--- config.mk ---
export PLATFORM = sky130hd
export DESIGN_NAME = feedback_scheduler
export DESIGN_NICKNAME = d
export VERILOG_FILES = /design/src/rtl/feedback_sched_pkg.sv /design/src/rtl/rr_arbiter4.sv /design/src/rtl/feedback_scheduler.sv
export SDC_FILE = /design/constraint.sdc
export NUM_CORES = 1
export LEC_CHECK = 0
export BUFFER_PORTS_ARGS = -buffer_cell sky130_fd_sc_hd__buf_2
export CAP_MARGIN = 5
export CELL_PAD_IN_SITES_DETAIL_PLACEMENT = 0
export CELL_PAD_IN_SITES_GLOBAL_PLACEMENT = 1
export CORE_MARGIN = 2
export CORE_UTILIZATION = 40
export CTS_CLUSTER_SIZE = 12
export DETAILED_ROUTE_END_ITERATION = 6
export MAX_ROUTING_LAYER = met4
export PLACE_DENSITY = 0.86
export SLEW_MARGIN = 0
export SYNTH_ARGS = -nofsm -noshare
export SYNTH_HDL_FRONTEND = slang
export SYNTH_HIERARCHICAL = 1
export SYNTH_SLANG_ARGS = --single-unit
--- constraint.sdc ---
create_clock -name system1000 -period 4.14 [get_ports system1000]
set_clock_uncertainty 0.2 [all_clocks]
set_input_delay 0 -clock system1000 [delete_from_list [all_inputs] [get_ports system1000]]
set_output_delay 0 -clock system1000 [all_outputs]
set_load 0.1 [all_outputs]
--- src/rtl/feedback_sched_pkg.sv ---
// feedback_sched_pkg: shared sizes, FSM states and channel-index type for the feedback scheduler
package feedback_sched_pkg;
  localparam int NCH = 4;
  localparam int W = 8;
  typedef enum logic [1:0] {IDLE, RUN, FLUSH} state_t;
  typedef logic [1:0] chan_t;
endpackage

--- src/rtl/rr_arbiter4.sv ---
// rr_arbiter4: four-way round-robin grant, searching upward from ptr with wraparound
module rr_arbiter4 (
  input  logic [3:0] req,
  input  logic [1:0] ptr,
  output logic [3:0] gnt
);
  // walk offsets from farthest to nearest so the nearest request to ptr wins
  always_comb begin
    gnt = '0;
    for (int i = 3; i >= 0; i--)
      if (req[ptr + 2'(i)]) gnt = 4'b0001 << (ptr + 2'(i));
  end
endmodule

--- src/rtl/feedback_scheduler.sv ---
// feedback_scheduler: per-channel accumulators sharing one adder under round-robin, with sequential flush readout
module feedback_scheduler
  import feedback_sched_pkg::*;
#(
  parameter int NCH = feedback_sched_pkg::NCH,
  parameter int W = feedback_sched_pkg::W
) (
  input  logic                system1000,
  input  logic                system1000_rstn,
  input  logic                enable_i,
  input  logic                flush_i,
  input  logic [NCH-1:0]      req_valid,
  input  logic [NCH*W-1:0]    req_data,
  output logic [NCH-1:0]      req_ready,
  output logic                out_valid,
  output chan_t               out_chan,
  output logic signed [W-1:0] out_data,
  output logic                out_flush,
  output logic                busy_o
);
  state_t state;
  chan_t ptr, fcnt, k;
  logic [3:0] gnt;
  logic signed [W-1:0] acc [NCH];
  logic signed [W-1:0] din, sum;
  rr_arbiter4 u_arb (
    .req(req_valid),
    .ptr(ptr),
    .gnt(gnt)
  );
  // grant only while running; the granted channel feeds the single shared adder
  always_comb begin
    req_ready = (state == RUN) ? gnt : '0;
    k = {req_ready[3] | req_ready[2], req_ready[3] | req_ready[1]};
    din = req_data[k*W +: W];
    sum = acc[k] + din;
  end
  // FSM, accumulator bank and registered result port
  always_ff @(posedge system1000 or negedge system1000_rstn) begin
    if (!system1000_rstn) begin
      state <= IDLE;
      ptr <= '0;
      fcnt <= '0;
      out_valid <= 1'b0;
      out_chan <= '0;
      out_data <= '0;
      out_flush <= 1'b0;
      busy_o <= 1'b0;
      for (int i = 0; i < NCH; i++) acc[i] <= '0;
    end else begin
      out_valid <= 1'b0;
      case (state)
        IDLE: if (enable_i) state <= RUN;
        RUN: begin
          if (|req_ready) begin
            acc[k] <= sum;
            ptr <= k + 2'd1;
            out_valid <= 1'b1;
            out_chan <= k;
            out_data <= sum;
            out_flush <= 1'b0;
          end
          if (flush_i) begin
            state <= FLUSH;
            fcnt <= '0;
            busy_o <= 1'b1;
          end else if (!enable_i) state <= IDLE;
        end
        FLUSH: begin
          out_valid <= 1'b1;
          out_chan <= fcnt;
          out_data <= acc[fcnt];
          out_flush <= 1'b1;
          acc[fcnt] <= '0;
          fcnt <= fcnt + 2'd1;
          if (fcnt == 2'd3) begin
            state <= enable_i ? RUN : IDLE;
            busy_o <= 1'b0;
          end
        end
        default: state <= IDLE;
      endcase
    end
  end
endmodule
==> run summary <==
The flow ran to the end, and the final reports show no timing, DRC or antenna violations. CTS saw 51 sinks. The detail route stage leaves a number of antenna-violating nets equal to 0. The count of buffer and inverter cells on the critical path is 4. The total standard cell area after synthesis came out at 3760 µm². The logs give 57 for the number of top-level pins and 11900 µm for the total length of routed wires. The run gives 17700 µm as the wire length of the first global-routing pass. In this run the deepest clock path goes through 2 buffers. For the worst setup slack after placement, the log shows -0.194 ns.

Setup violations remaining at the end of the flow were counted as 0. Flip-flop cell with the highest count after synthesis: sky130_fd_sc_hd__dfrtp_1. Number of max-slew violations in the final report: 0. Across all setup checks in the final design, the least slack found is 0.0108 ns. The run gives 0.891 as the weighted congestion reported at the end of routability-driven placement. The startpoint identified for the worst register-to-register timing path is ptr[0]$_DFFE_PN0P_.

The required time at the endpoint of the critical path was 4.18 ns; the cell row count was 35. The logs give 0 for the number of antenna violations at the first check in global routing and 601 for the number of nets in the final layout. Counting every net in the synthesized netlist gives 481. For this run, design rule violations remaining after detail routing come to 0. The largest delay contributor family on the critical path was simple AND/OR/NAND/NOR gates.

The horizontal die dimension works out to 101 µm. Antenna diode instance count: 0. The run gives 0 ns as the post-route setup TNS. The logs give 0 for the number of maximum-capacitance violations and 0 for the total global routing overflow. The post-detailed-route via-to-cell ratio was 5.81. The via count of the first global-routing pass is 3490. Setup repair after global routing could not meet its margin everywhere. The detailed router finished its first iteration with 278 violations.

Layout overhead on the synthesized area: 39.3%. Synthesis handed over a netlist of 413 instances. During placement, the flow inserted port buffers numbering 56. Yosys printed 6 warnings. The die covers 10200 µm². Each instance of the synthesized netlist takes up on average 9.11 µm². The average wire per standard cell came out at 18.5 µm.

The final core utilization is 0.570. Clock tree synthesis inserted a total of 5 buffers. The top cell types in the final layout, fill and taps aside, are 92 x sky130_fd_sc_hd__nand2_1, 64 x sky130_fd_sc_hd__buf_4, 58 x sky130_fd_sc_hd__buf_2. Summing all non-filler instances in the final layout gives an area of 5240 µm².

The smallest clock period supported by the final layout is computed as 4.13 ns. In this run the clock root is driven by a sky130_fd_sc_hd__clkbuf_8. The maximum cell stage delay along the critical path was 0.46 ns. The number of flops mapped to enable cells by yosys is 0. The library cell used most frequently in the layout, excluding fill and tap cells, is sky130_fd_sc_hd__nand2_1. The proportion of layout cells with a drive suffix above 1 is 0.405, and the starting density of the core is 0.409. The min-delay analysis places its worst path in the category input pin to asynchronous set/reset pin.

The worst setup path is launched from a flip-flop. The clock-pin slew on the worst setup and hold paths works out to 0.09 ns. The critical path goes through inv_4 -> ha_4 -> mux4_2 -> nor2_4 -> a31oi_4 -> buf_6 -> and2_4 -> nor2_4 -> buf_6 -> and3_4 -> a31oi_2 -> ha_1 -> o211ai_1 -> o21ai_2 -> o31ai_4 -> buf_4 -> or4_1 -> nand3_1.

The run gives 52 as the maximum number of pins on one net before global-route repair. The final hold violation count was 0. The max-slew headroom at the worst pin is 0.481. In this run, distinct cell masters in the synthesized netlist total 48. The worst path arrival time was 4.17 ns; the number of levels the H-tree was split into was 2.

Detailed routing inserted a total of 3741 vias. Slew at the pin with the worst max-slew slack: 0.779 ns. Category of the critical setup timing path: flip-flop to flip-flop. TritonCTS built the clock tree. After legalization and detailed placement, the total HPWL measured 7900 µm. The vertical die dimension was 101 µm.

The start point of the critical path was ptr[0]$_DFFE_PN0P_. The share of synthesized registers carrying an async set or reset was 1.00. The flip-flop and latch count after synthesis was 51. After floorplanning, the core was sized to cover 9200 µm².

The worst setup path is captured at a flip-flop. Among all stages on the critical path, the largest delay is contributed by sky130_fd_sc_hd__dfrtp_2. The fraction of the yosys area taken by sequential cells was 0.339. The upper clock frequency limit is 0.242 GHz, and the clock insertion delay at the later pin of the skew report is 0.31 ns. The tools report the aggregate global-route resource usage as 0.226. The post-route fraction of the period consumed by the critical path came out at 0.997.

The pre-antenna-repair detailed-routing pass consisted of 5 iterations. The placed cell area is 4570 µm². The largest driver fanout on the critical path came out at 7.
## timing repair
item	in CTS	in global routing
gates resized for setup	7	59
gates cloned	0	3
hold buffers	4	0
setup buffers	1	22
setup endpoints to repair	19	30
pin swaps	3	19
hold endpoints to repair	55	0
## stage by stage
stage,std cells,hold slack [ns]
4_1_cts,621,0.148
3_3_place_gp,609,-0.0447
3_5_place_dp,609,-0.0385
2_1_floorplan,413,-0.496
6_report,644,0.141
5_1_grt,644,0.200
## cells in the mapped netlist (all sizes together), types with 3 or more instances
master,count,share of area
a211oi,6,0.012
a21oi,15,0.021
a22o,22,0.051
a31oi,17,0.028
a32o,4,0.011
and2,8,0.014
and3,16,0.027
buf,15,0.024
clkbuf,7,0.0070
dfrtp,51,0.34
ha,27,0.090
inv,15,0.015
mux2,4,0.012
mux2i,8,0.021
mux4,12,0.072
nand2,94,0.094
nand2b,4,0.0086
nand3,3,0.0040
nor2,17,0.017
nor2b,7,0.012
o211ai,3,0.0060
o21ai,14,0.019
o22a,3,0.0070
o22ai,10,0.017
o31ai,6,0.013
xor2,6,0.014
## cells by family (layout without fill, tap and decap cells)
family	Yosys count	after routing	share of synthesized area
and+or+nand+nor	159	159	0.199
muxes	24	24	0.105
AOI/OAI and AO/OA	106	106	0.197
xor gates and xnor gates	8	8	0.0186
DFF	51	51	0.339
adders and majority gates	28	28	0.0951
buffers and inverters	37	157	0.0459
## worst register-to-register path: stages, from the launching register on
cell	delay, ns
sky130_fd_sc_hd__dfrtp_2	0.46
sky130_fd_sc_hd__inv_4	0.06
sky130_fd_sc_hd__ha_4	0.28
sky130_fd_sc_hd__mux4_2	0.39
sky130_fd_sc_hd__nor2_4	0.17
sky130_fd_sc_hd__a31oi_4	0.12
sky130_fd_sc_hd__buf_6	0.13
sky130_fd_sc_hd__and2_4	0.15
sky130_fd_sc_hd__nor2_4	0.23
sky130_fd_sc_hd__buf_6	0.18
sky130_fd_sc_hd__and3_4	0.18
sky130_fd_sc_hd__a31oi_2	0.04
sky130_fd_sc_hd__ha_1	0.35
sky130_fd_sc_hd__o211ai_1	0.13
sky130_fd_sc_hd__o21ai_2	0.27
sky130_fd_sc_hd__o31ai_4	0.12
sky130_fd_sc_hd__buf_4	0.15
sky130_fd_sc_hd__or4_1	0.39
sky130_fd_sc_hd__nand3_1	0.08
## metal layers
metal / track usage / share of wire / up-vias
met5: - / 0 / -
met4: 0.0832 / 0.019 / 0
met1: 0.301 / 0.44 / 1821
met2: 0.362 / 0.48 / 158
met3: 0.0229 / 0.061 / 19
li1: - / - / 1743
## sequential cells by signal, summed over array words and instances, names as in the netlist
signal,count
busy_o,1
acc,32
out_flush,1
state,2
out_valid,1
out_chan,2
ptr,2
fcnt,2
out_data,8
## area by class of cell
| cell class | instances | area [µm²] |
|---|---|---|
| clock inverters | 1 | 30.0 |
| well taps | 111 | 139 |
| fillers | 802 | 3960 |
| repair buffers | 135 | 942 |
| inverters | 15 | 66.3 |
| flip-flops and latches | 51 | 1280 |
| multi-input cells | 325 | 2710 |
| clock buffers | 6 | 72.6 |
## path summary, 6_finish.rpt
| check | to | slack (ns) | cells after the start |
|---|---|---|---|
| setup / recovery | out_data[7]$_DFFE_PN0P_ | 0.01 | 18 |
| hold reg to reg | out_flush$_DFFE_PN0P_ | 0.28 | 2 |
| max in group asynchronous | ptr[1]$_DFFE_PN0P_ | 3.13 | 3 |
| hold / removal | state[1]$_DFFE_PN0P_ | 0.14 | 3 |
| setup reg to reg | out_data[7]$_DFFE_PN0P_ | 0.01 | 18 |
| min in group system1000 | out_data[7]$_DFFE_PN0P_ | 0.24 | 6 |
Power is left out: the tool's default activity adds up to more than one toggle a clock period on the data nets, which glitch-free logic cannot reach.
